$ cat src/rtl/pwm_ctrl_pkg.sv
// Shared register map and ramp FSM encoding for the PWM output control block.
package pwm_ctrl_pkg;

  localparam int ADDR_UO      = 0;
  localparam int ADDR_UIO     = 1;
  localparam int ADDR_PWM_UO  = 2;
  localparam int ADDR_PWM_UIO = 3;
  localparam int ADDR_DUTY    = 4;

  localparam int NUM_REGS = 5;

  typedef logic [1:0] ramp_state_t;

  localparam logic [1:0] ST_IDLE      = 2'd0;
  localparam logic [1:0] ST_WAIT_TICK = 2'd1;
  localparam logic [1:0] ST_STEP      = 2'd2;
  localparam logic [1:0] ST_DONE      = 2'd3;

endpackage

$ cat src/rtl/ramp_tick_gen.sv
// Ramp prescaler: counts 0..TICK_DIV-1 while clr is low and flags the terminal count.
module ramp_tick_gen #(
  parameter int TICK_DIV = 10000
) (
  input  logic clk,
  input  logic rst_n,
  input  logic clr,
  output logic tick
);

  localparam int CNT_W = $clog2(TICK_DIV);
  localparam logic [CNT_W-1:0] TERM = CNT_W'(TICK_DIV - 1);

  logic [CNT_W-1:0] cnt_q;

  always_ff @(posedge clk or negedge rst_n) begin
    if (!rst_n) begin
      cnt_q <= '0;
    end else if (clr || (cnt_q == TERM)) begin
      cnt_q <= '0;
    end else begin
      cnt_q <= cnt_q + CNT_W'(1);
    end
  end

  assign tick = !clr && (cnt_q == TERM);

endmodule

$ cat src/rtl/pwm_ramp_scheduler.sv
// Output/PWM register bank shared between SPI host writes and a timed duty-cycle ramp engine.
module pwm_ramp_scheduler
  import pwm_ctrl_pkg::*;
#(
  parameter int ADDR_W   = 7,
  parameter int DATA_W   = 8,
  parameter int NUM_REGS = pwm_ctrl_pkg::NUM_REGS,
  parameter int TICK_DIV = 10000
) (
  input  logic              clk,
  input  logic              rst_n,
  input  logic              spi_wr_valid,
  input  logic [ADDR_W-1:0] spi_wr_addr,
  input  logic [DATA_W-1:0] spi_wr_data,
  input  logic              ramp_start,
  input  logic              ramp_stop,
  input  logic [DATA_W-1:0] ramp_target,
  input  logic [DATA_W-1:0] ramp_step,
  output logic [DATA_W-1:0] reg_uo_out,
  output logic [DATA_W-1:0] reg_uio_out,
  output logic [DATA_W-1:0] reg_pwm_uo,
  output logic [DATA_W-1:0] reg_pwm_uio,
  output logic [DATA_W-1:0] reg_duty,
  output logic              ramp_busy,
  output logic              ramp_done,
  output logic              ramp_abort
);

  // Handshake: spi_wr_valid, ramp_start and ramp_stop are single-cycle strobes with no
  // back-pressure; each is consumed on the clock edge where it is high or dropped.

  ramp_state_t       state_q, state_d;
  logic [DATA_W-1:0] regs_q [NUM_REGS];
  logic [DATA_W-1:0] tgt_q;
  logic [DATA_W-1:0] step_q;
  logic [DATA_W-1:0] step_duty;
  logic [DATA_W:0]   up_sum;
  logic [DATA_W:0]   dn_diff;
  logic              duty_wr;
  logic              busy;
  logic              abort_req;
  logic              start_ok;
  logic              step_commit;
  logic              tick;

  assign duty_wr     = spi_wr_valid && (spi_wr_addr == ADDR_W'(ADDR_DUTY));
  assign busy        = (state_q != ST_IDLE);
  assign abort_req   = busy && (duty_wr || ramp_stop);
  assign start_ok    = !busy && ramp_start && !ramp_stop;
  assign step_commit = (state_q == ST_STEP) && !abort_req;

  ramp_tick_gen #(
    .TICK_DIV(TICK_DIV)
  ) u_tick (
    .clk  (clk),
    .rst_n(rst_n),
    .clr  (state_q != ST_WAIT_TICK),
    .tick (tick)
  );

  // One extra bit catches carry past the top and borrow past zero before clamping to target.
  always_comb begin
    up_sum    = {1'b0, regs_q[ADDR_DUTY]} + {1'b0, step_q};
    dn_diff   = {1'b0, regs_q[ADDR_DUTY]} - {1'b0, step_q};
    step_duty = tgt_q;
    if (tgt_q > regs_q[ADDR_DUTY]) begin
      if (up_sum < {1'b0, tgt_q}) step_duty = up_sum[DATA_W-1:0];
    end else begin
      if (!dn_diff[DATA_W] && (dn_diff[DATA_W-1:0] > tgt_q)) step_duty = dn_diff[DATA_W-1:0];
    end
  end

  always_comb begin
    state_d = state_q;
    if (abort_req) begin
      state_d = ST_IDLE;
    end else begin
      case (state_q)
        ST_IDLE: begin
          if (start_ok) state_d = (ramp_target == regs_q[ADDR_DUTY]) ? ST_DONE : ST_WAIT_TICK;
        end
        ST_WAIT_TICK: begin
          if (tick) state_d = ST_STEP;
        end
        ST_STEP: begin
          state_d = (step_duty == tgt_q) ? ST_DONE : ST_WAIT_TICK;
        end
        ST_DONE: state_d = ST_IDLE;
        default: state_d = ST_IDLE;
      endcase
    end
  end

  always_ff @(posedge clk or negedge rst_n) begin
    if (!rst_n) begin
      state_q <= ST_IDLE;
      tgt_q   <= '0;
      step_q  <= '0;
    end else begin
      state_q <= state_d;
      if (start_ok) begin
        tgt_q  <= ramp_target;
        step_q <= (ramp_step == '0) ? DATA_W'(1) : ramp_step;
      end
    end
  end

  // SPI writes land unconditionally; the ramp only commits a step when no abort is pending.
  always_ff @(posedge clk or negedge rst_n) begin
    if (!rst_n) begin
      for (int i = 0; i < NUM_REGS; i++) regs_q[i] <= '0;
    end else begin
      for (int i = 0; i < NUM_REGS; i++) begin
        if (spi_wr_valid && (spi_wr_addr == ADDR_W'(i))) regs_q[i] <= spi_wr_data;
      end
      if (step_commit) regs_q[ADDR_DUTY] <= step_duty;
    end
  end

  assign reg_uo_out  = regs_q[ADDR_UO];
  assign reg_uio_out = regs_q[ADDR_UIO];
  assign reg_pwm_uo  = regs_q[ADDR_PWM_UO];
  assign reg_pwm_uio = regs_q[ADDR_PWM_UIO];
  assign reg_duty    = regs_q[ADDR_DUTY];
  assign ramp_busy   = busy;
  assign ramp_done   = (state_q == ST_DONE) && !abort_req;
  assign ramp_abort  = abort_req;

endmodule

$ cat config.mk
export PLATFORM = sky130hd
export DESIGN_NAME = pwm_ramp_scheduler
export DESIGN_NICKNAME = d
export VERILOG_FILES = /design/src/rtl/pwm_ctrl_pkg.sv /design/src/rtl/ramp_tick_gen.sv /design/src/rtl/pwm_ramp_scheduler.sv
export SDC_FILE = /design/constraint.sdc
export NUM_CORES = 1
export LEC_CHECK = 0
export CAP_MARGIN = 20
export CORE_ASPECT_RATIO = 0.9
export CORE_MARGIN = 4
export CORE_UTILIZATION = 57
export CTS_CLUSTER_DIAMETER = 200
export DETAILED_ROUTE_END_ITERATION = 7
export PLACE_DENSITY = 0.84
export SETUP_SLACK_MARGIN = 0.5
export SYNTH_ARGS = -nofsm -noshare
export SYNTH_HDL_FRONTEND = slang
export SYNTH_SLANG_ARGS = --single-unit
$ cat constraint.sdc
create_clock -name clk -period 7.21 [get_ports clk]
set_input_delay 1.8025 -clock clk [delete_from_list [all_inputs] [get_ports clk]]
set_output_delay 1.8025 -clock clk [all_outputs]
set_load 0.02 [all_outputs]
# [Word level (Yosys, flattened, before mapping)]
# Cells that the tools add are included.
# W data, S select, Z words.
[word_totals] out_inout_bits=43 ff_bits=72 elab_cells=66
[classes] add_sub_neg=3 order_cmp=3 n_eq_ne=13 n_reduce_logical=25 mux=13
[op_table] operator="$mux W8" count=6
[op_table] operator="$eq A8 B8 Y1" count=2
[op_table] operator="$gt A8 B8 Y1" count=2
[op_table] operator="$add A14 B1 Y14 const B" count=1
[op_table] operator="$eq A14 B14 Y1 const B" count=1
[op_table] operator="$eq A7 B2 Y1 const B" count=2
[op_table] operator="$mux W14" count=1
[op_table] operator="$logic_and A1 B1 Y1" count=12
[op_table] operator="$mux W2" count=5
[op_table] operator="$add A8 B8 Y9" count=1
[op_table] operator="$lt A9 B8 Y1" count=1
[op_table] operator="$sub A8 B8 Y9" count=1
[op_table] operator="$logic_not A8 Y1" count=1
[op_table] operator="$pmux W2 S4" count=1
[op_table] operator="$eq A7 B1 Y1 const B" count=1
[op_table] operator="$eq A7 B3 Y1 const B" count=1
[op_table] operator="$logic_not A7 Y1" count=1
[op_table] operator="$ne A3 B3 Y1 const B" count=2
[op_table] operator="$logic_not A1 Y1" count=5
[op_table] operator="$eq A2 B2 Y1 const B" count=2
[op_table] operator="$reduce_bool A2 Y1" count=2
[op_table] operator="$eq A2 B1 Y1 const B" count=1
[op_table] operator="$logic_not A2 Y1" count=1
[op_table] operator="$logic_or A1 B1 Y1" count=2
[op_table] operator="2 further kinds" count=2

# [Longest topological paths before layout]
# Gate-level depths: netlist of the first run.
[depth] word_depth=9 depth_mapped=16 mapped_depth_nobuf=15

# [Modules after synthesis]
# A second synthesis of the first run with hierarchy kept.
[unflattened] cells_unflattened=505 area_unflattened_um2=4892.2
[by_module_without_submodules] module="pwm_ramp_scheduler" n_inst=1 area_each_um2=4196.5 cells_each=435
[by_module_without_submodules] module="ramp_tick_gen" n_inst=1 area_each_um2=695.7 cells_each=70

# [Worst setup path before layout of the first run]
# No wires, ideal clock.
[synth_timing] kind="input -> output" from="in spi_wr_addr[3]" to="out ramp_abort" path_buffers=2 stages=7 arrival_time_ns=3.260 slack_ns=2.147 path_cell_list="nor4_1 and2_1 and3_1 clkbuf_1 buf_1 nor2_1 nor2_1"
[synth_between] elab_chain_cells=4
[synth_rtl] element="start, declared" line_no="pwm_ramp_scheduler.sv:13" source="input logic [ADDR_W-1:0] spi_wr_addr,"
[synth_rtl] element="$eq A7 B3 Y1" line_no="pwm_ramp_scheduler.sv:46" source="assign duty_wr = spi_wr_valid && (spi_wr_addr == ADDR_W'(ADDR_DUTY));"
[synth_rtl] element="$logic_and A1 B1 Y1" line_no="pwm_ramp_scheduler.sv:46"
[synth_rtl] element="$logic_or A1 B1 Y1" line_no="pwm_ramp_scheduler.sv:48" source="assign abort_req = busy && (duty_wr || ramp_stop);"
[synth_rtl] element="$logic_and A1 B1 Y1" line_no="pwm_ramp_scheduler.sv:48"
[synth_rtl] element="end, declared" line_no="pwm_ramp_scheduler.sv:26" source="output logic ramp_abort"
# Every way passes these cells.

# [Worst setup path after layout of the first run]
[layout_timing] from="in spi_wr_addr[3]" to="out ramp_done"
[layout_between] elab_chain_cells=6
[layout_rtl] element="$eq A7 B3 Y1" line_no="pwm_ramp_scheduler.sv:46"
[layout_rtl] element="$logic_and A1 B1 Y1" line_no="pwm_ramp_scheduler.sv:46"
[layout_rtl] element="$logic_or A1 B1 Y1" line_no="pwm_ramp_scheduler.sv:48"
[layout_rtl] element="$logic_and A1 B1 Y1" line_no="pwm_ramp_scheduler.sv:48"
[layout_rtl] element="$logic_not A1 Y1" line_no="pwm_ramp_scheduler.sv:126" source="assign ramp_done = (state_q == ST_DONE) && !abort_req;"
[layout_rtl] element="$logic_and A1 B1 Y1" line_no="pwm_ramp_scheduler.sv:126"
[layout_rtl] element="end, declared" line_no="pwm_ramp_scheduler.sv:25" source="output logic ramp_done,"
# Every way passes these cells.

==> results of run 1 <==
[path summary, 6_finish.rpt]
| path | start | to | slack [ns] | depth (start not counted) |
|---|---|---|---|---|
| max | spi_wr_addr[3] | ramp_done | 1.23 | 7 |
| min | u_tick.cnt_q[0] | u_tick.cnt_q[0] | 0.46 | 1 |
| max reg2reg | reg_duty[0] | reg_duty[4] | 2.62 | 14 |
| min reg2reg | u_tick.cnt_q[0] | u_tick.cnt_q[0] | 0.46 | 1 |
| max in group asynchronous | rst_n | reg_uo_out[1] | 4.93 | 2 |
| min in group asynchronous | rst_n | step_q[5] | 1.65 | 2 |
[registers in the layout, indices dropped and copies added (netlist names)]
register,cells
u_tick.cnt_q,14
reg_duty,8
reg_pwm_uio,8
reg_pwm_uo,8
reg_uio_out,8
reg_uo_out,8
step_q,8
tgt_q,8
state_q,2
[worst register-to-register path: cells and delay by family, from the launching register on]
kind	cells	cell delay, ns
AO/OA/AOI/OAI	7	2.44
adder cells (fa/ha/maj)	3	0.95
flip-flops	1	0.45
multiplexers	1	0.26
AND/OR/NAND/NOR	2	0.20
XOR/XNOR	1	0.19
[cells by family after synthesis]
logic type | Yosys count | share of synthesized area (%)
and+or+nand+nor | 155 | 15.7
AOI/OAI and AO/OA | 102 | 15.3
DFF | 72 | 36.7
buffers and inverters | 53 | 4.41
xor gates and xnor gates | 43 | 7.68
adders and majority gates | 42 | 11.0
muxes | 40 | 9.16
[through the flow]
stage                     area [sq um]  utilization, %  hold slack (ns)  setup slack, ns  std cells
after floorplan                   4900               -            0.433             2.15        507
after global placement            5750            69.9            0.448             1.36        682
after detailed placement          5750            69.9            0.450             1.23        682
after CTS                         5970            72.6            0.459             1.22        697
after global routing              5970            72.6            0.489             1.05        697
final                             5970            72.6            0.458             1.23        697
[cell type report]
class                           instances  area [sq um]
Fill cell                             622          2250
Sequential cell                        72          1800
Tap cell                              115           144
Multi-Input combinational cell        382          2890
Clock buffer                           10           138
Inverter                               33           124
Clock inverter                          5          81.3
Timing Repair Buffer                   80           791
[cells in the mapped netlist (all sizes together) (3+ instances only)]
library cell,instances
dfrtp,72
nor2,46
ha,40
nand2,37
mux2,36
inv,33
o21ai,31
xnor2,30
a21oi,18
clkbuf,15
xor2,13
nand3,12
a211oi,8
nand2b,7
nand4,7
nor4,7
and3,6
nor2b,6
nor3,6
buf,5
nor3b,5
o211ai,5
and2,4
mux2i,4
o2111ai,4
o211a,4
o221ai,4
or2,4
or3,4
a31oi,3
[routing by layer]
layer	GRT usage, %	vias to the layer above	part of all wire (%)	routed length [um]
met5	0	-	0	0
met1	33.6	2008	42	5570
met3	5.03	43	6.2	821
met4	13.3	0	4.1	536
li1	-	1949	-	-
met2	44.3	183	48	6290
[power groups by stage]
stage          logic (W)  registers (W)  clock network (W)
2_1_floorplan    0.00168       0.000608                  0
3_3_place_gp     0.00212       0.000606                  0
3_5_place_dp     0.00221       0.000609                  0
4_1_cts          0.00226       0.000604           0.000365
5_1_grt          0.00251       0.000618           0.000385
6_report         0.00233       0.000609           0.000362
==> reports/metrics.json, run 1 <==
{
  "floorplan.initialDensity": {"value": 59.6, "unit": "%"},
  "grt_start_max_net_pins": {"value": 73},
  "max-slew-margin-rel": {"value": 37.6, "unit": "%"},
  "nNetsFinal": {"value": 656},
  "placementRows": {"value": 31},
  "areaGrowthSynthToFinish": {"value": 21.7, "unit": "%"},
  "synthDominantAreaCellType": {"value": "sky130_fd_sc_hd__dfrtp_1"},
  "floorplan.io_pins": {"value": 79},
  "worst_slew_pin_slew": {"value": 0.936, "unit": "ns"},
  "ys_dominant_reg_cell": {"value": "sky130_fd_sc_hd__dfrtp_1"},
  "synth_largest_type_area_fraction": {"value": 36.7, "unit": "%"},
  "critPathKind": {"value": "in2out"},
  "worst-path-max-fanout": {"value": 17},
  "final_common_cell": {"value": "sky130_fd_sc_hd__clkdlybuf4s50_1"},
  "clkTransAtPathRegs": {"value": 0.07, "unit": "ns"},
  "worst_skew_pair.late_latency": {"value": 0.35, "unit": "ns"},
  "minimum_clock_period_after_layout": {"value": 5.98, "unit": "ns"},
  "htree_num_levels": {"value": 3},
  "number_of_nets_with_antenna_violations_after_detailed_routing": {"value": 0},
  "p_leak": {"value": 2.59, "unit": "nW"},
  "max-clock-path-buffers": {"value": 2},
  "grt_overflow": {"value": 0},
  "crit_path_dat": {"value": 4.18, "unit": "ns"},
  "clockPowerShare": {"value": 11.0, "unit": "%"},
  "post_cts_setup_buffers": {"value": 0},
  "via_per_inst": {"value": 6.00},
  "holdCritPathClass": {"value": "reg2reg"},
  "edff_count_synth": {"value": 0},
  "internal_power": {"value": 0.00166, "unit": "W"},
  "timing.setup.tns": {"value": 0, "unit": "ns"},
  "rsz0062_at_grt": {"value": "false"},
  "cap_violations": {"value": 0},
  "cts-root-buf": {"value": "sky130_fd_sc_hd__clkbuf_8"},
  "outcome": {"value": "completed"},
  "portion_of_total_power_attributed_to_sequential_cells": {"value": 18.5, "unit": "%"},
  "worst-path-buf-inv": {"value": 2},
  "synth_seq_area_share": {"value": 36.7, "unit": "%"},
  "power_density": {"value": 553, "unit": "nW/um^2"},
  "gr-usage-all-layers": {"value": 26.6, "unit": "%"},
  "layout_cell_share_with_drive_strength_beyond_1": {"value": 11.9, "unit": "%"},
  "syn-mean-instance-area": {"value": 9.67, "unit": "sq um"},
  "synth.area.top_cells": {"value": "sky130_fd_sc_hd__dfrtp_1 37%, sky130_fd_sc_hd__ha_1 10%, sky130_fd_sc_hd__mux2_2 7.8%"},
  "netlist_area": {"value": 4900, "unit": "sq um"},
  "hold_viol_final": {"value": 0},
  "chipHeight": {"value": 96, "unit": "um"},
  "antenna_found_initial": {"value": 0},
  "final-setup-viol-count": {"value": 0},
  "worst_setup_path_end_kind": {"value": "primary output"},
  "layout_common_cells": {"value": "77 x sky130_fd_sc_hd__clkdlybuf4s50_1, 72 x sky130_fd_sc_hd__dfrtp_1, 46 x sky130_fd_sc_hd__nor2_1"},
  "cp_slowest_cell": {"value": "sky130_fd_sc_hd__and3_1"},
  "port_bufs": {"value": 78},
  "stage_delay_of_the_slowest_cell_on_the_critical_path": {"value": 0.59, "unit": "ns"},
  "first_iter_violations": {"value": 316},
  "critical_path.cell_chain": {"value": "clkdlybuf4s50_1, nor4_1, and2_1, and3_1, nor2_1, and3_1, clkdlybuf4s50_1"},
  "async_reset_ff_share": {"value": 100, "unit": "%"},
  "postCtsResizedCells": {"value": 0},
  "antenna_cells": {"value": 0},
  "peakVddDrop": {"value": 0.310, "unit": "mV"},
  "coreArea": {"value": 8220, "unit": "sq um"},
  "combinationalPowerShare": {"value": 70.6, "unit": "%"},
  "cell_type_group_with_the_largest_total_delay_on_the_critical_path": {"value": "simple AND/OR/NAND/NOR gates"},
  "global_route_wire_length_before_repair": {"value": 20900, "unit": "um"},
  "cts_num_sinks": {"value": 72},
  "worstPathRequired": {"value": 5.41, "unit": "ns"},
  "drtPass1Iterations": {"value": 5},
  "power.total": {"value": 0.00330, "unit": "W"},
  "register_bit_count_reported_by_yosys": {"value": 72},
  "cts_hold_buffers": {"value": 0},
  "worst_setup_path_start_kind": {"value": "primary input"},
  "floorplan.die_area": {"value": 10200, "unit": "sq um"},
  "slew_violations": {"value": 0},
  "dieWidth": {"value": 106, "unit": "um"},
  "fmax": {"value": 167, "unit": "MHz"},
  "tritoncts_clock_tree": {"value": "done"},
  "finClkSkew": {"value": 0.0145, "unit": "ns"},
  "drt-wirelength-per-cell": {"value": 19.0, "unit": "um"},
  "gp_congestion": {"value": 0.904},
  "dp_hpwl": {"value": 9610, "unit": "um"},
  "finalCritPeriodShare": {"value": 82.9, "unit": "%"},
  "drc": {"value": 0},
  "wl": {"value": 13200, "unit": "um"},
  "detailroute.via_count": {"value": 4183},
  "grt_pass1_vias": {"value": 4189},
  "syn_nets": {"value": 585},
  "distinct_cell_type_count_after_synthesis": {"value": 64},
  "ys_warn_count": {"value": 0},
  "p_sw_share": {"value": 49.6, "unit": "%"},
  "synthCells": {"value": 507},
  "cts_inserted_buffers": {"value": 9},
  "power.switching": {"value": 0.00164, "unit": "W"}
}
Power figures use the tool's default switching activity.
==> run 2: changes to the inputs <==
Settings changed: CORE_UTILIZATION 57 to 55, PLACE_DENSITY 0.84 to 0.82.
Clock period 7.21 ns to 6.2 ns, I/O delays scaled along.
==> reports/metrics.json, run 2 (synthesized netlist as in run 1, its figures left out) <==
{
  "clkTransAtPathRegs": {"value": 0.08, "unit": "ns", "change": "was 0.07 ns"},
  "placed_cells": {"value": 686, "change": "was 682"},
  "logic_depth_of_the_worst_register_to_register_path": {"value": 14, "change": "unchanged"},
  "floorplan.die_area": {"value": 10500, "unit": "sq um", "change": "was 10,200 sq um"},
  "worst_slew_pin_slew": {"value": 0.940, "unit": "ns", "change": "was 0.936 ns"},
  "gp_congestion": {"value": 0.900, "change": "was 0.904"},
  "htree_num_levels": {"value": 3, "change": "unchanged"},
  "cp_slowest_cell": {"value": "sky130_fd_sc_hd__and3_1", "change": "unchanged"},
  "worstPathRequired": {"value": 4.65, "unit": "ns", "change": "was 5.41 ns"},
  "first_iter_violations": {"value": 353, "change": "was 316"},
  "max-clock-path-buffers": {"value": 2, "change": "unchanged"},
  "worst_setup_path_start_kind": {"value": "primary input", "change": "unchanged"},
  "detailroute.via_count": {"value": 4130, "change": "was 4,183"},
  "cts_hold_buffers": {"value": 0, "change": "unchanged"},
  "worst_setup_path_end_kind": {"value": "primary output", "change": "unchanged"},
  "fmax": {"value": 183, "unit": "MHz"},
  "peakVddDrop": {"value": 0.324, "unit": "mV", "change": "was 0.310 mV"},
  "beginning_of_the_worst_register_to_register_path": {"value": "reg_duty[0]", "change": "unchanged"},
  "drc": {"value": 0, "change": "unchanged"},
  "post-route-cell-area": {"value": 5980, "unit": "sq um", "change": "was 5970 sq um"},
  "max_ffs_per_register": {"value": 14, "change": "unchanged"},
  "antenna_found_initial": {"value": 0, "change": "unchanged"},
  "finClkSkew": {"value": 0.0131, "unit": "ns", "change": "was 0.0145 ns"},
  "worst_skew_pair.late_latency": {"value": 0.35, "unit": "ns", "change": "about the same"},
  "slew_violations": {"value": 0, "change": "unchanged"},
  "gr-usage-all-layers": {"value": 25.1, "unit": "%", "change": "was 26.6%"},
  "global_route_wire_length_before_repair": {"value": 21200, "unit": "um", "change": "was 20,900 um"},
  "max-slew-margin-rel": {"value": 37.3, "unit": "%", "change": "was 37.6%"},
  "via_per_inst": {"value": 5.88, "change": "was 6.00"},
  "cts_inserted_buffers": {"value": 9, "change": "unchanged"},
  "layout_cell_share_with_drive_strength_beyond_1": {"value": 11.8, "unit": "%", "change": "was 11.9%"},
  "post_cts_setup_buffers": {"value": 0, "change": "unchanged"},
  "p_leak": {"value": 2.58, "unit": "nW", "change": "was 2.59 nW"},
  "holdCritPathClass": {"value": "reg2reg", "change": "unchanged"},
  "minimum_clock_period_after_layout": {"value": 5.48, "unit": "ns"},
  "critical_path.cell_chain": {"value": "clkdlybuf4s50_1, nor4_1, and2_1, and3_1, nor2_1, and3_1, clkdlybuf4s50_1", "change": "unchanged"},
  "stage_delay_of_the_slowest_cell_on_the_critical_path": {"value": 0.61, "unit": "ns", "change": "was 0.59 ns"},
  "final_common_cell": {"value": "sky130_fd_sc_hd__clkdlybuf4s50_1", "change": "unchanged"},
  "layout_common_cells": {"value": "77 x sky130_fd_sc_hd__clkdlybuf4s50_1, 72 x sky130_fd_sc_hd__dfrtp_1, 46 x sky130_fd_sc_hd__nor2_1", "change": "unchanged"},
  "dpl-instance-area": {"value": 5760, "unit": "sq um", "change": "was 5750 sq um"},
  "grt_pass1_vias": {"value": 4261, "change": "was 4,189"},
  "worst-path-max-fanout": {"value": 17, "change": "unchanged"},
  "drt-wirelength-per-cell": {"value": 18.3, "unit": "um", "change": "was 19.0 um"},
  "post_layout_nonfiller_instances": {"value": 702, "change": "was 697"},
  "launching_instance_or_port_of_the_critical_path": {"value": "spi_wr_addr[3]", "change": "unchanged"},
  "finalCritPeriodShare": {"value": 88.3, "unit": "%"},
  "postCtsResizedCells": {"value": 0, "change": "unchanged"},
  "cts_num_sinks": {"value": 72, "change": "unchanged"},
  "antenna_cells": {"value": 0, "change": "unchanged"},
  "drtPass1Iterations": {"value": 6, "change": "was 5"},
  "floorplan.initialDensity": {"value": 56.7, "unit": "%", "change": "was 59.6%"},
  "critical_path.reg2reg.endpoint": {"value": "reg_duty[4]", "change": "unchanged"},
  "critPathKind": {"value": "in2out", "change": "unchanged"},
  "wl": {"value": 12800, "unit": "um", "change": "was 13,200 um"},
  "power.total": {"value": 0.00381, "unit": "W", "change": "was 0.00330 W"},
  "nNetsFinal": {"value": 656, "change": "unchanged"},
  "dieWidth": {"value": 108, "unit": "um", "change": "was 106 um"},
  "floorplan.io_pins": {"value": 79, "change": "unchanged"},
  "critPathCapture": {"value": "ramp_done", "change": "unchanged"},
  "grt_overflow": {"value": 0, "change": "unchanged"},
  "hold_viol_final": {"value": 0, "change": "unchanged"},
  "reg2reg_slack": {"value": 1.74, "unit": "ns", "change": "was 2.62 ns"},
  "tritoncts_clock_tree": {"value": "done", "change": "unchanged"},
  "dp_hpwl": {"value": 9670, "unit": "um", "change": "was 9610 um"},
  "cap_violations": {"value": 0, "change": "unchanged"},
  "placementRows": {"value": 32, "change": "was 31"},
  "timing.setup.tns": {"value": 0, "unit": "ns", "change": "unchanged"},
  "final.fill_count": {"value": 669, "change": "was 622"},
  "grt_start_max_net_pins": {"value": 73, "change": "unchanged"},
  "crit_path_dat": {"value": 3.93, "unit": "ns", "change": "was 4.18 ns"},
  "power_density": {"value": 638, "unit": "nW/um^2", "change": "was 553 nW/um^2"},
  "registers.top_by_ff_count": {"value": "u_tick.cnt_q", "change": "unchanged"},
  "coreArea": {"value": 8650, "unit": "sq um", "change": "was 8220 sq um"},
  "outcome": {"value": "completed", "change": "unchanged"},
  "cts-root-buf": {"value": "sky130_fd_sc_hd__clkbuf_8", "change": "unchanged"},
  "final-setup-viol-count": {"value": 0, "change": "unchanged"},
  "rsz0062_at_grt": {"value": "false", "change": "unchanged"},
  "number_of_nets_with_antenna_violations_after_detailed_routing": {"value": 0, "change": "unchanged"},
  "areaGrowthSynthToFinish": {"value": 21.9, "unit": "%", "change": "was 21.7%"},
  "chipHeight": {"value": 97.6, "unit": "um", "change": "was 96 um"},
  "timing.hold.ws": {"value": 0.466, "unit": "ns", "change": "was 0.458 ns"},
  "port_bufs": {"value": 78, "change": "unchanged"}
}
[run 2: area by class of cell]
cell class                      count  area, sq um  area share (%)
Multi-Input combinational cell    382         2890            48.4
Clock buffer                       10          128            2.14
Timing Repair Buffer               80          791            13.2
Clock inverter                      6         92.6            1.55
Inverter                           33          124            2.07
Tap cell                          119          149            2.49
Sequential cell                    72         1800            30.1
[run 2: worst min-delay path by stage]
stage                          from              end  slack (ns)  cells past startpoint
finish              u_tick.cnt_q[0]  u_tick.cnt_q[0]        0.47                      1
global route        u_tick.cnt_q[0]  u_tick.cnt_q[0]        0.48                      1
CTS                 u_tick.cnt_q[0]  u_tick.cnt_q[0]        0.47                      1
detailed placement  u_tick.cnt_q[0]  u_tick.cnt_q[0]        0.46                      1
global placement    u_tick.cnt_q[0]  u_tick.cnt_q[0]        0.45                      1
floorplan           u_tick.cnt_q[0]  u_tick.cnt_q[0]        0.43                      1
[run 2: through the flow]
step | utilization [%] | worst slack, ns
floorplan | - | 1.64
global placement | 66.6 | 0.856
detailed placement | 66.6 | 0.689
CTS | 69.1 | 0.674
global route | 69.1 | 0.541
finish | 69.1 | 0.723
[run 2: power breakdown]
| part | internal [W] | total [W] | switching [W] |
|---|---|---|---|
| clock network | 0.000229 | 0.000419 | 0.000190 |
| registers | 0.000566 | 0.000707 | 0.000141 |
| logic | 0.00114 | 0.00269 | 0.00155 |
| total | 0.00194 | 0.00381 | 0.00188 |
[run 2: routing by layer]
metal | wire [um] | track usage, %
met1 | 5380 | 32.6
met2 | 6470 | 43.0
met3 | 724 | 4.12
met4 | 261 | 7.09
met5 | 0 | 0
[run 2: worst max-delay path: cells and delay by family]
kind	cells	cell delay (ns)
buf+inv	2	0.94
simple gates	5	1.43
